--- src/rtl/pwm_channel_bank.sv ---
// pwm_channel_bank: NB_PWM in-phase PWM channels sharing one period counter.
// Duty is double-buffered: shadow loads from the bus, active commits at wrap.
module pwm_channel_bank #(
    parameter int NB_PWM     = 24,
    parameter int RESOLUTION = 10
) (
    input  logic                  clk_pwm,
    input  logic                  reset_n,
    input  logic [RESOLUTION-1:0] ton,
    input  logic [NB_PWM-1:0]     n_latch,
    input  logic [NB_PWM-1:0]     oe,
    output logic [NB_PWM-1:0]     pwm,
    output logic                  period_start
);

    localparam logic [RESOLUTION-1:0] CNT_MAX = '1;
    localparam logic [RESOLUTION-1:0] CNT_ONE = RESOLUTION'(1);

    logic [RESOLUTION-1:0] ton_m_q, ton_m_d;
    logic [RESOLUTION-1:0] ton_s_q, ton_s_d;
    logic [NB_PWM-1:0]     nl_m_q, nl_m_d;
    logic [NB_PWM-1:0]     nl_s_q, nl_s_d;
    logic [NB_PWM-1:0]     oe_m_q, oe_m_d;
    logic [NB_PWM-1:0]     oe_s_q, oe_s_d;

    logic                  run_q, run_d;
    logic [RESOLUTION-1:0] cnt_q, cnt_d;
    logic                  wrap;

    logic [NB_PWM-1:0][RESOLUTION-1:0] shadow_q, shadow_d;
    logic [NB_PWM-1:0][RESOLUTION-1:0] active_q, active_d;

    logic [NB_PWM-1:0]     pwm_q, pwm_d;
    logic                  period_start_q, period_start_d;

    always_comb begin
        ton_m_d = ton;
        ton_s_d = ton_m_q;
        nl_m_d  = n_latch;
        nl_s_d  = nl_m_q;
        oe_m_d  = oe;
        oe_s_d  = oe_m_q;

        // run_q keeps cnt at 0 on the first edge after release,
        // so a fresh period starts right there.
        run_d = 1'b1;
        cnt_d = run_q ? cnt_q + CNT_ONE : '0;
        wrap  = (cnt_q == CNT_MAX);

        shadow_d = shadow_q;
        active_d = active_q;
        pwm_d    = '0;
        for (int i = 0; i < NB_PWM; i++) begin
            if (!nl_s_q[i]) begin
                shadow_d[i] = ton_s_q;
            end
            if (wrap) begin
                active_d[i] = shadow_q[i];
            end
            pwm_d[i] = oe_s_q[i] & (cnt_d < active_d[i]);
        end

        period_start_d = (cnt_d == '0);
    end

    always_ff @(posedge clk_pwm) begin
        if (!reset_n) begin
            ton_m_q        <= '0;
            ton_s_q        <= '0;
            nl_m_q         <= '1;
            nl_s_q         <= '1;
            oe_m_q         <= '0;
            oe_s_q         <= '0;
            run_q          <= 1'b0;
            cnt_q          <= '0;
            shadow_q       <= '0;
            active_q       <= '0;
            pwm_q          <= '0;
            period_start_q <= 1'b0;
        end else begin
            ton_m_q        <= ton_m_d;
            ton_s_q        <= ton_s_d;
            nl_m_q         <= nl_m_d;
            nl_s_q         <= nl_s_d;
            oe_m_q         <= oe_m_d;
            oe_s_q         <= oe_s_d;
            run_q          <= run_d;
            cnt_q          <= cnt_d;
            shadow_q       <= shadow_d;
            active_q       <= active_d;
            pwm_q          <= pwm_d;
            period_start_q <= period_start_d;
        end
    end

    assign pwm          = pwm_q;
    assign period_start = period_start_q;

endmodule

--- config.mk ---
export PLATFORM = sky130hd
export DESIGN_NAME = pwm_channel_bank
export DESIGN_NICKNAME = d
export VERILOG_FILES = /design/src/rtl/pwm_channel_bank.sv
export SDC_FILE = /design/constraint.sdc
export NUM_CORES = 1
export LEC_CHECK = 0
export ABC_AREA = 0
export BUFFER_PORTS_ARGS = -buffer_cell sky130_fd_sc_hd__buf_2
export CELL_PAD_IN_SITES_DETAIL_PLACEMENT = 1
export CELL_PAD_IN_SITES_GLOBAL_PLACEMENT = 2
export CORE_MARGIN = 3
export CORE_UTILIZATION = 35
export CTS_CLUSTER_DIAMETER = 60
export DETAILED_ROUTE_END_ITERATION = 8
export GPL_TIMING_DRIVEN = 0
export PLACE_DENSITY = 0.67
export SLEW_MARGIN = 20
export SYNTH_ARGS = -nofsm -noshare
export SYNTH_HDL_FRONTEND = slang
export SYNTH_SLANG_ARGS = --single-unit
--- constraint.sdc ---
create_clock -name clk_pwm -period 4 [get_ports clk_pwm]
set_input_delay 0.2 -clock clk_pwm [delete_from_list [all_inputs] [get_ports clk_pwm]]
set_output_delay 0.2 -clock clk_pwm [all_outputs]
set_load 0.005 [all_outputs]
# == After elaboration in Yosys (flattened, before gate mapping) ==
# Index checks and enable logic that the tools add are counted.
# totals
reg_bits,632
latch_bits,0
mem_bits_rw,0
rom_bits,0
in_bits,60
out_inout_bits,25
memories,0
# op_classes
add_sub_neg,1
mul,0
div,0
order_cmp,24
n_eq_ne,1
shift,0
n_mux,26
n_bitwise,24
reduce_logical,1
# op_table
cell,count
2-to-1 mux 10 bit,25
< comparator 10 bit,24
bitwise AND 1 bit,24
"adder 10 x 1 -> 10 bit, second input constant",1
"== test 10 bit, second input constant",1
zero test 10 bit,1
2-to-1 mux 1 bit,1

# == Longest topological paths before layout ==
# depth
depth_word,4
mapped_depth,12

# == Least setup slack after synthesis ==
# Ideal clock, no wire load.
# synth_path
path_type,register -> register
from,register cnt_q[0]
to,register pwm_q[7] (netlist: pwm[7])
setup_time_ps,59
arrival_time_ps,3486
t_required_ps,3941
setup_slack_ps,455
stages_incl_launch_ff,9
synth_period_minus_slack_ps,3545
path_cell_list,dfxtp_1 > ha_1 > and3_1 > mux2i_1 > ha_1 > and3_1 > a221o_1 > a2111oi_0 > o211a_1
# synth_between
elab_chain_cells,4
# synth_lines
item,line_no,source
start: declaration,27,"logic [RESOLUTION-1:0] cnt_q, cnt_d;"
start signal: assignment,88,cnt_q <= cnt_d;
adder 10 x 1 -> 10 bit,47,cnt_d = run_q ? cnt_q + CNT_ONE : '0;
2-to-1 mux 10 bit,47,
net cnt_d[4],27,
< comparator 10 bit,60,pwm_d[i] = oe_s_q[i] & (cnt_d < active_d[i]);
bitwise AND 1 bit,60,
end signal: assignment,91,pwm_q <= pwm_d;
end: declaration,33,"logic [NB_PWM-1:0] pwm_q, pwm_d;"
# The timed path passes the listed nets, and every way through them passes these cells.
# A chain may end at the register's enable or synchronous reset.

# == Final worst setup path ==
# layout_path
from,register cnt_q[0]
to,register pwm_q[16] (netlist: pwm[16])
# Same word-level chain as after synthesis.

==> results.cfg <==
[timing]
setup_violations = 0
relSlewSlack = 0.249
skew_ns = 0.0190
fin_setup_tns_ns = 0
slew_viol_final = 0
post-route-period-util = 0.948
worst_pin_slew_ns = 1.13
fmax_ghz = 0.264
layout_setup_ws_ns = 0.206
min_period_ns = 3.79
rsz0062_at_grt = no
final-hold-violation-count = 0

[final_layout]
stdcell_area_sq_um = 33700
area_growth_pct = 19.0
drive_above_1_share = 0.163
layout_common_cells = 632 x dfxtp_1, 458 x nor2b_1, 299 x mux2i_1, 217 x ha_1, 170 x mux2i_2
num-fill-cells = 8593
stdcell_count = 3905
final_common_cell = dfxtp_1
nNetsFinal = 3067

[power]
p_leak_nw = 14.6
power.density_nw_per_um2 = 431
p_int_mw = 11.1
switchingPower_mw = 3.36
clkPwrFrac = 0.511
ir_worst_vdd_uv = 259
pwr-share-comb = 0.045
p_sw_frac = 0.232
pwr-share-seq = 0.444

[grt]
grt_usage = 0.218
grt_pass1_vias = 21000
grt_pass1_wl_microns = 137000
antenna_found_initial = 5
grt_start_max_net_pins = 26
grt-ovfl-total = 0

[place]
dp_hpwl_microns = 62700
dp_cells = 3698
gp_congestion = 0.789
io_buffers = 84
dpl_cell_area_sq_um = 30400
preCtsSetupSlack_ns = 0.233

[floorplan]
die_x_microns = 290
initial_utilization = 0.356
die_area_sq_um = 84300
num_rows = 103
core_area_sq_um = 79500
die_h_microns = 290
io_pins = 85

[synthesis]
synth-simple-area-share = 0.182
synth-xor-area-share = 0.00186
ys_seq_area_frac = 0.447
async_flop_share = 0
synth_mux_area_frac = 0.192
synth-compound-area-share = 0.0497
ys.flop_type = dfxtp_1
netlist_instances = 2554
synth.net_count = 2831
synth_edf_count = 0
syn_area_sq_um = 28300
avgSynthCellArea_sq_um = 11.1
synthAdderAreaFrac = 0.0959
ys_seq_elements = 632
synth_top_family_by_area = multiplexers
yosysUniqueCellTypes = 41
ys_warn_count = 0

[cts]
path_clk_slew_ns = 0.06
clockRootBuffer = clkbuf_16
cts_buffer_depth = 3
cts_made_buffers = 80
cts.sinks = 632
cts_tree = built
cts_max_level = 3
insertion_delay_ns = 0.62

[route]
totalWireLength_microns = 92600
dr.pass1.iters = 7
drt-wirelength-per-cell_microns = 23.7
ant_nets = 0
viasPerCell = 5.06
via_count = 19700
initialDrtViolationCount = 858
drc = 0

[setup_path]
critPathRequiredTime_ns = 4.53
critPathTopFamily = compound AO/OA/AOI/OAI gates
critPathKind = register to register
critical_path_arrival_ns = 4.32
cp-end-kind = register
crit_chain = ha_1 > and3_1 > buf_2 > nand2_1 > xor2_1 > nor2_4 > buf_16 > buf_16 > ha_1 > a21oi_1 > a21boi_0 > a2111oi_0 > o211a_1
cp-start-kind = register
path_max_fanout = 10
critical_path_buf_inv_count = 3
cp_slowest_cell = dfxtp_1
crit_path_max_incr_delay_ns = 0.45

[flow_run]
drv_cap = 0

[outcome]
outcome = finished, final reports clean

[worst_hold_path]
hold_class = input pin to register
[routing by layer]
layer  GRT usage  wire length, microns
met1       0.297                 44100
met2       0.361                 43100
met3      0.0275                  3200
met4      0.0637                  2230
met5           0                     0
[sequential cells by signal (all words and copies together), names as in the netlist]
register	cells
oe_s_q	24
pwm	24
cnt_q	10
period_start	1
oe_m_q	24
run_q	1
nl_s_q	24
shadow_q	240
ton_m_q	10
ton_s_q	10
nl_m_q	24
active_q	240
[path summary, 6_finish.rpt]
| path | startpoint | to | slack, ns | cells after the start |
|---|---|---|---|---|
| max reg2reg | cnt_q[0]$_SDFF_PN0_ | pwm[16]$_SDFF_PN0_ | 0.21 | 13 |
| min reg2reg | nl_m_q[8]$_SDFF_PN1_ | nl_s_q[8]$_SDFF_PN1_ | 0.40 | 1 |
| min | n_latch[9] | nl_m_q[9]$_SDFF_PN1_ | 0.30 | 3 |
| max | cnt_q[0]$_SDFF_PN0_ | pwm[16]$_SDFF_PN0_ | 0.21 | 13 |
[power groups by stage]
stage / combinational [mW] / clock [mW] / sequential (mW)
floorplan: 0.352 / 0 / 6.55
global placement: 0.603 / 0 / 6.57
detailed placement: 0.614 / 0 / 6.57
CTS: 0.662 / 7.63 / 6.44
global route: 0.704 / 7.89 / 6.44
finish: 0.653 / 7.42 / 6.44
[worst min-delay path, cell delays in order]
cell	delay, ns
dlygate4sd3_1	0.51
buf_2	0.09
nand2b_1	0.08
[through the flow]
stage	hold WS [ns]	utilization	power (mW)
after floorplan	0.228	-	6.90
after global placement	0.379	0.378	7.17
after detailed placement	0.385	0.382	7.19
after CTS	0.254	0.423	14.7
after global routing	0.298	0.423	15.0
final	0.296	0.424	14.5
[final cells by class]
cell class	count	area, sq um	area share
clock inverters	37	477	0.0142
clock buffers	106	2240	0.0665
flip-flops and latches	632	12700	0.376
repair buffers	154	1260	0.0376
diodes	4	10.0	0.000297
inverters	6	22.5	0.000669
multi-input cells	1760	14800	0.441
well taps	1050	1310	0.0390
plain buffers	156	865	0.0257
[cell usage after synthesis, drive strengths merged (15+ instances only)]
cell	instances	area, sq um
a21oi	41	205
nand4	26	163
mux2i	471	5350
a21boi	37	278
and2	77	482
and3	15	93.8
clkbuf	107	402
nand3	68	340
nand2b	51	319
ha	217	2720
nand2	125	469
a21o	31	233
dfxtp	632	12700
nor2b	458	2870
buf	49	450
and4	41	362
[what timing repair did]
action / in CTS / in global routing
hold buffers: 59 / 0
hold endpoints to repair: 59 / 0
buffers inserted: 0 / 0
gates resized for setup: 0 / 0
endpoints found under the setup margin: 0 / 0
[logic make-up after synthesis]
kind of cell             Yosys count
flip-flops                       632
adder cells (fa/ha/maj)          217
AND/OR/NAND/NOR                  874
XOR/XNOR                           6
buffers and inverters            162
multiplexers                     477
AO/OA/AOI/OAI                    186
No activity file was read; power rests on OpenSTA's default activity.
